### src/rtl/fetch_stage.sv
// Instruction fetch stage: PC register, imem req/ready handshake, IF/ID register
// with a one-entry skid buffer, redirect and flush handling.
//
// Optional feature macro: FETCH_PERF_CNT_EN adds saturating perf counters
// perf_stall_cyc and perf_drop_cnt.
//
// state | meaning
// ------+----------------------------------------------------------------
// IDLE  | no request on the bus; issue at pc when IF/ID can take data
// REQ   | request at pc outstanding, waiting for imem_ready
// HOLD  | response parked in skid while decode stalls, no new request
// DROP  | wrong-path request outstanding after redirect, data discarded
//
// A redirect during DROP without imem_ready stays in DROP, so the bus
// handshake is never abandoned while a request is still outstanding.
module fetch_stage #(
   parameter int                  PC_WIDTH    = 64,
   parameter int                  INSTR_WIDTH = 32,
   parameter logic [PC_WIDTH-1:0] RESET_PC    = '0
) (
   input  logic                   clk,
   input  logic                   rst_n,
   output logic                   imem_req,
   output logic [PC_WIDTH-1:0]    imem_addr,
   input  logic                   imem_ready,
   input  logic [INSTR_WIDTH-1:0] imem_rdata,
   input  logic                   stall,
   input  logic                   flush,
   input  logic                   branch_taken,
   input  logic [PC_WIDTH-1:0]    branch_pc,
   input  logic [PC_WIDTH-1:0]    branch_offset,
   output logic                   if_id_valid,
   output logic [PC_WIDTH-1:0]    if_id_pc,
   output logic [INSTR_WIDTH-1:0] if_id_instr
`ifdef FETCH_PERF_CNT_EN
   ,
   output logic [31:0]            perf_stall_cyc,
   output logic [31:0]            perf_drop_cnt
`endif
);

   typedef enum logic [1:0] {S_IDLE, S_REQ, S_HOLD, S_DROP} state_t;

   localparam logic [PC_WIDTH-1:0] PC_STEP = PC_WIDTH'(4);

   state_t                 state_q, state_d;
   logic [PC_WIDTH-1:0]    pc_q, pc_d;
   logic                   req_q, req_d;
   logic [PC_WIDTH-1:0]    addr_q, addr_d;
   logic                   iv_q, iv_d;
   logic [PC_WIDTH-1:0]    ipc_q, ipc_d;
   logic [INSTR_WIDTH-1:0] iin_q, iin_d;
   logic [PC_WIDTH-1:0]    spc_q, spc_d;
   logic [INSTR_WIDTH-1:0] sin_q, sin_d;
   logic                   blocked;
   logic [PC_WIDTH-1:0]    target;

   assign imem_req    = req_q;
   assign imem_addr   = addr_q;
   assign if_id_valid = iv_q;
   assign if_id_pc    = ipc_q;
   assign if_id_instr = iin_q;

   // Next-state logic; flush empties IF/ID at the start of the cycle, so a
   // response in the same cycle may load regardless of stall.
   always_comb begin
      state_d = state_q;
      pc_d    = pc_q;
      addr_d  = addr_q;
      iv_d    = iv_q;
      ipc_d   = ipc_q;
      iin_d   = iin_q;
      spc_d   = spc_q;
      sin_d   = sin_q;
      blocked = iv_q && !flush && stall;
      target  = branch_pc + (branch_offset << 2);
      if (branch_taken) begin
         pc_d    = target;
         iv_d    = 1'b0;
         state_d = (req_q && !imem_ready) ? S_DROP : S_IDLE;
      end else begin
         if (flush) iv_d = 1'b0;
         unique case (state_q)
            S_IDLE: begin
               if (!blocked) begin
                  state_d = S_REQ;
                  addr_d  = pc_q;
               end
            end
            S_REQ: begin
               if (imem_ready) begin
                  pc_d = pc_q + PC_STEP;
                  if (!blocked) begin
                     iv_d    = 1'b1;
                     ipc_d   = pc_q;
                     iin_d   = imem_rdata;
                     state_d = S_IDLE;
                  end else begin
                     spc_d   = pc_q;
                     sin_d   = imem_rdata;
                     state_d = S_HOLD;
                  end
               end
            end
            S_HOLD: begin
               if (flush) begin
                  state_d = S_IDLE;
               end else if (!stall) begin
                  iv_d    = 1'b1;
                  ipc_d   = spc_q;
                  iin_d   = sin_q;
                  state_d = S_IDLE;
               end
            end
            S_DROP: begin
               if (imem_ready) state_d = S_IDLE;
            end
            default: state_d = S_IDLE;
         endcase
      end
      req_d = (state_d == S_REQ) || (state_d == S_DROP);
   end

   // State, PC, bus and pipeline registers
   always_ff @(posedge clk) begin
      if (!rst_n) begin
         state_q <= S_IDLE;
         pc_q    <= RESET_PC;
         req_q   <= 1'b0;
         addr_q  <= '0;
         iv_q    <= 1'b0;
         ipc_q   <= '0;
         iin_q   <= '0;
         spc_q   <= '0;
         sin_q   <= '0;
      end else begin
         state_q <= state_d;
         pc_q    <= pc_d;
         req_q   <= req_d;
         addr_q  <= addr_d;
         iv_q    <= iv_d;
         ipc_q   <= ipc_d;
         iin_q   <= iin_d;
         spc_q   <= spc_d;
         sin_q   <= sin_d;
      end
   end

`ifdef FETCH_PERF_CNT_EN
   logic [31:0] stall_cyc_q, stall_cyc_d;
   logic [31:0] drop_cnt_q, drop_cnt_d;
   logic        dropped;

   assign perf_stall_cyc = stall_cyc_q;
   assign perf_drop_cnt  = drop_cnt_q;

   // Saturating counters for stalled-valid cycles and discarded responses
   always_comb begin
      stall_cyc_d = stall_cyc_q;
      drop_cnt_d  = drop_cnt_q;
      dropped     = imem_ready && ((state_q == S_DROP) ||
                                   ((state_q == S_REQ) && branch_taken));
      if (stall && iv_q && (stall_cyc_q != 32'hFFFF_FFFF))
         stall_cyc_d = stall_cyc_q + 32'd1;
      if (dropped && (drop_cnt_q != 32'hFFFF_FFFF))
         drop_cnt_d = drop_cnt_q + 32'd1;
   end

   // Counter registers
   always_ff @(posedge clk) begin
      if (!rst_n) begin
         stall_cyc_q <= '0;
         drop_cnt_q  <= '0;
      end else begin
         stall_cyc_q <= stall_cyc_d;
         drop_cnt_q  <= drop_cnt_d;
      end
   end
`endif

endmodule
### config.mk
export PLATFORM = sky130hd
export DESIGN_NAME = fetch_stage
export DESIGN_NICKNAME = d
export VERILOG_FILES = /design/src/rtl/fetch_stage.sv
export SDC_FILE = /design/constraint.sdc
export NUM_CORES = 1
export LEC_CHECK = 0
export CAP_MARGIN = 10
export CORE_MARGIN = 3
export CORE_UTILIZATION = 34
export CTS_BUF_LIST = sky130_fd_sc_hd__clkbuf_4 sky130_fd_sc_hd__clkbuf_8 sky130_fd_sc_hd__clkbuf_16
export DETAILED_ROUTE_END_ITERATION = 12
export PLACE_DENSITY = 0.68
export SYNTH_ARGS = -nofsm -noshare
export SYNTH_HDL_FRONTEND = slang
export SYNTH_SLANG_ARGS = --single-unit
export TNS_END_PERCENT = 50
### constraint.sdc
create_clock -name clk -period 3.36 [get_ports clk]
set_input_delay 0.672 -clock clk [delete_from_list [all_inputs] [get_ports clk]]
set_output_delay 0.672 -clock clk [all_outputs]
set_load 0.02 [all_outputs]
### After elaboration in Yosys (flattened, before gate mapping)

Cells that the tools add are included.

| operators by class | value |
|---|---|
| equality and inequality tests | 9 |
| add/sub/neg operators | 2 |
| order comparisons | 0 |
| bitwise operators | 3 |
| mux-type cells | 28 |
| reductions and logical operators | 15 |
| shift-type cells | 0 |
| $mul | 0 |
| div/mod/pow operators | 0 |

Operator list:

| cell | number |
|---|---|
| two-way mux 64 bit | 7 |
| two-way mux 32 bit | 4 |
| one-hot mux 64 bit (2 select lines) | 1 |
| adder 64 x 3 -> 64 bit, second input constant | 1 |
| adder 64 bit | 1 |
| one-hot mux 32 bit (2 select lines) | 1 |
| two-way mux 2 bit | 8 |
| != test 2 bit, second input constant | 4 |
| one-hot mux 2 bit (4 select lines) | 1 |
| equality test 2 bit, second input constant | 3 |
| AND reduction 6 bit | 1 |
| nonzero test 2 bit | 3 |
| two-way mux 1 bit | 5 |
| equality test 2 x 1 -> 1 bit, second input constant | 2 |
| AND reduction 4 bit | 1 |
| logical AND 1 bit | 3 |
| inverter 1 bit | 3 |
| AND reduction 3 bit | 1 |
| logical NOT 1 bit | 2 |
| logical NOT 2 bit | 1 |
| one-hot mux 1 bit (2 select lines) | 1 |
| AND reduction 2 bit | 1 |
| OR reduction 2 bit | 1 |
| logical OR 1 bit | 1 |

| storage, ports and cells | value |
|---|---|
| bits in writable memories | 0 |
| flip-flop bits (word level) | 324 |
| memory bits (read-only) | 0 |
| bits in latches | 0 |
| memories | 0 |
| output and inout port bits | 162 |

### Logic depth before layout (Yosys ltp)

| logic depth | value |
|---|---|
| depth in word-level cells | 9 |
| depth in mapped cells | 13 |

### Worst setup path before layout

No wires, ideal clock.

| timing | value |
|---|---|
| kind | in2reg |
| start | in branch_pc[2] |
| end | reg pc_q[56] |
| stages | 11 |
| setup time | 0.132 ns |
| setup slack | 0.293 ns |
| path buffers | 0 |
| arrival | 2.934 ns |
| cell sequence | ha_1 -> fa_1 -> a211oi_1 -> nor3_1 -> o2111ai_1 -> o221ai_1 -> o21ai_1 -> o211ai_1 -> o41ai_1 -> xor2_1 -> a21oi_1 |

| on the way | value |
|---|---|
| longest elaborated chain between the ends | 2 |

Ends and longest elaborated chain:

| what | RTL line | source |
|---|---|---|
| from (decl) | 30 | `input logic [PC_WIDTH-1:0] branch_pc,` |
| adder 64 bit | 76 | `target = branch_pc + (branch_offset << 2);` |
| two-way mux 64 bit | 77 | `if (branch_taken) begin` |
| to (signal assigned) | 138 | `pc_q <= pc_d;` |
| to (decl) | 47 | `logic [PC_WIDTH-1:0] pc_q, pc_d;` |

No other way between the ends.
A chain may end at the register's enable or synchronous reset.

### Worst setup path in the final report

Same ends and word-level chain as after synthesis.

==> metrics.md <==
| Metric | Value |
|---|---|
| Status | completed |
| Initial antenna violation count | 0 |
| Routed vias/inst | 5.112 |
| Final worst slack | 137.2 ps |
| Num ports | 328 |
| Most frequent cells in the layout | nand2_1, clkdlybuf4s50_1, dfxtp_1 |
| CP endpoint kind | flip-flop |
| Std-Cell Rows | 81 |
| CTS H-tree depth | 2 |
| Fmax | 310.3 MHz |
| Share of cells above drive strength 1 | 0.1135 |
| Core Footprint | 49050 um2 |
| Startpoint types | input pin |
| Clk sinks | 323 |
| TNS Setup | 0 ps |
| Ys Warns | 0 |
| Pre-CTS setup slack | -549.8 ps |
| Clock power share | 0.367 |
| GRT Overall Usage | 0.1991 |
| Design Power | 0.01047 W |
| Worst Clk Skew | 22.99 ps |
| Detailed-placement wirelength estimate | 40.78 mm |
| Worst-Margin Slew | 1181 ps |
| Nets | 2758 |
| P_int | 0.007482 W |
| Tmin final | 3223 ps |
| Worst slew margin | 0.2128 |
| DRT Wirelength | 54.38 mm |
| EDFF count, synth | 0 |
| Max clock buf depth | 3 |
| Number of diodes | 0 |
| R2R cell count | 11 |
| Worst min path class | flip-flop to flip-flop |
| Final Max Tran Viols | 0 |
| CTS tree | done |
| Largest net degree at the start of global routing | 123 |
| Worst r2r src | state_q[1] |
| Chip height | 228.9 um |
| Net Count, Synth | 2362 |
| Drt initial violations | 1101 |
| Initial Util | 0.3444 |
| Drt wl/cell | 16.94 um |
| Global-route wire length before repair | 85.73 mm |
| VDD IR-drop max | 0.0002373 V |
| RR Endpoint | pc_q[56] |
| Sw frac | 0.2854 |
| Fin util | 0.4707 |
| Die area | 52390 um2 |
| Skew-Pair Late Insertion Delay | 520 ps |
| Syn-to-layout area delta | 36.68% |
| Vias | 16410 |
| Sequential Power Share | 0.409 |
| Final non-filler cell total | 3211 |
| Logic pwr share | 0.224 |
| Switching pwr | 0.002988 W |
| Cts bufs inserted | 34 |
| Pleak | 8.343 nW |
| Worst EP arrival | 3630 ps |
| Mapped Cells | 2128 |
| Mapped Avg Cell Area | 7.938 um2 |
| Ys flop type | dfxtp_1 |
| Vias in the first global route | 15910 |
| Fill cells | 4780 |
| Number of library cell types mapped by synthesis | 81 |
| Crit path to | pc_q[56] |
| RD Place Congestion | 0.8874 |
| Fin crit share | 0.9592 |
| Worst Setup SP | branch_pc[2] |
| Most common cell after layout, fill and taps aside | nand2_1 |
| Hold buffer count at CTS | 0 |
| Final hold vios | 0 |
| Cell Area, Synth | 16890 um2 |
| Seq/Total Area, Yosys | 0.3828 |
| Flop-to-flop setup slack | 410 ps |
| CTS root buf | clkbuf_16 |
| DP Cell Count | 3152 |
| # DRC | 0 |
| Buffers on Ports | 325 |
| Async set-reset flop share out of synthesis | 0 |
| Register bit total from synthesis | 323 |
| Pwr per Cell Area | 453.5 nW/um2 |
| # Max-Cap Violations | 0 |
| Clk slew on worst S/H paths | 60 ps |
| Final setup fails | 0 |
| CP Data Required Time | 3760 ps |
| GRT overflow | 0 |
| Die Span X | 228.9 um |
| 1st-pass router iterations | 5 |
| CP max FO | 3 |
| Antenna-violating nets left | 0 |
| Critical path class | input pin to flip-flop |
[flip-flops by register name, indices dropped and copies added, names as in the netlist]
signal	count
spc_q	64
imem_req	1
sin_q	32
imem_addr	64
if_id_valid	1
state_q	1
pc_q	64
if_id_instr	32
if_id_pc	64
[Yosys cell counts (7+ instances only)]
cell	number	area share
a211oi_1	126	0.056
a21o_1	22	0.0098
a21oi_1	261	0.077
a31oi_1	9	0.0033
and2_1	12	0.0044
and3_1	17	0.0063
buf_1	14	0.0031
buf_2	18	0.0053
clkbuf_1	110	0.024
dfxtp_1	323	0.38
ha_1	67	0.050
inv_1	28	0.0062
mux2i_1	97	0.057
nand2_1	425	0.094
nand3_1	38	0.011
nand4_1	28	0.010
nor2_1	196	0.044
nor3_1	13	0.0039
o211ai_1	13	0.0058
o21ai_0	57	0.017
o21ai_1	9	0.0027
o21bai_1	17	0.0076
o22ai_1	7	0.0026
o31ai_1	7	0.0031
xnor2_1	71	0.037
xor2_1	41	0.021
[power by group through the flow]
stage | Combinational [W] | Sequential [W] | Clock, W
finish | 0.00235 | 0.00428 | 0.00384
global route | 0.00256 | 0.00430 | 0.00405
CTS | 0.00234 | 0.00428 | 0.00393
detailed placement | 0.00233 | 0.00436 | 0
global placement | 0.00231 | 0.00435 | 0
floorplan | 0.00113 | 0.00442 | 0
[how the worst min path moves through the flow]
stage | cells after the start | end | slack, ps | from
floorplan | 2 | sin_q[0] | 440 | sin_q[0]
global placement | 2 | sin_q[27] | 440 | sin_q[27]
detailed placement | 2 | imem_addr[58] | 450 | imem_addr[58]
CTS | 2 | spc_q[44] | 450 | spc_q[44]
global route | 2 | spc_q[10] | 470 | spc_q[10]
finish | 2 | sin_q[24] | 450 | sin_q[24]
[per-stage QoR]
| stage | instance area [um2] | hold slack (ps) |
|---|---|---|
| final | 23090 | 451.7 |
| after global routing | 23090 | 467.9 |
| after CTS | 23050 | 454.7 |
| after detailed placement | 21890 | 446.1 |
| after global placement | 21890 | 440.8 |
| after floorplan | 16890 | 436.0 |
[layer usage]
layer,wire (um),GRT usage,vias up
met4,1449,0.05824,0
met2,24850,0.3272,440
met3,3071,0.03253,84
met1,25010,0.2698,7666
met5,0,0,-
li1,-,-,8224
[worst max-delay path: stages]
cell and delay, ps:
clkdlybuf4s50_1 400, ha_1 230, fa_1 410, a211oi_2 270, nor3_2 150, o2111ai_1 190, o221ai_1 200, o21ai_1 170
buf_4 150, o211ai_1 180, o41ai_2 310, xor2_1 190, a21oi_1 80
[cells by family (layout without fill, tap and decap cells)]
group,Yosys count,after routing,share of synthesized area
compound gates,566,566,0.2058
xor+xnor,112,112,0.05807
fa+ha+maj,68,68,0.05081
buf+inv,175,594,0.04141
flops,323,323,0.3828
mux,98,98,0.05815
simple gates,786,786,0.2030
[final cells by class]
class / count / area [um2] / share of cell area
Tap cell: 664 / 830.8 / 0.03599
Multi-Input combinational cell: 1630 / 9811 / 0.4249
Clock inverter: 9 / 102.6 / 0.004444
Timing Repair Buffer: 506 / 4710 / 0.2040
Clock buffer: 50 / 1051 / 0.04552
Inverter: 29 / 116.4 / 0.005040
Sequential cell: 323 / 6466 / 0.2801
[timing repair]
| action | in CTS | in global routing |
|---|---|---|
| gates resized for setup | 1 | 9 |
| cloned | 0 | 0 |
| endpoints found under the setup margin | 1 | 13 |
| pin swaps | 0 | 1 |
| setup buffers | 0 | 0 |
Note: power is estimated with default switching activity, not from simulation.
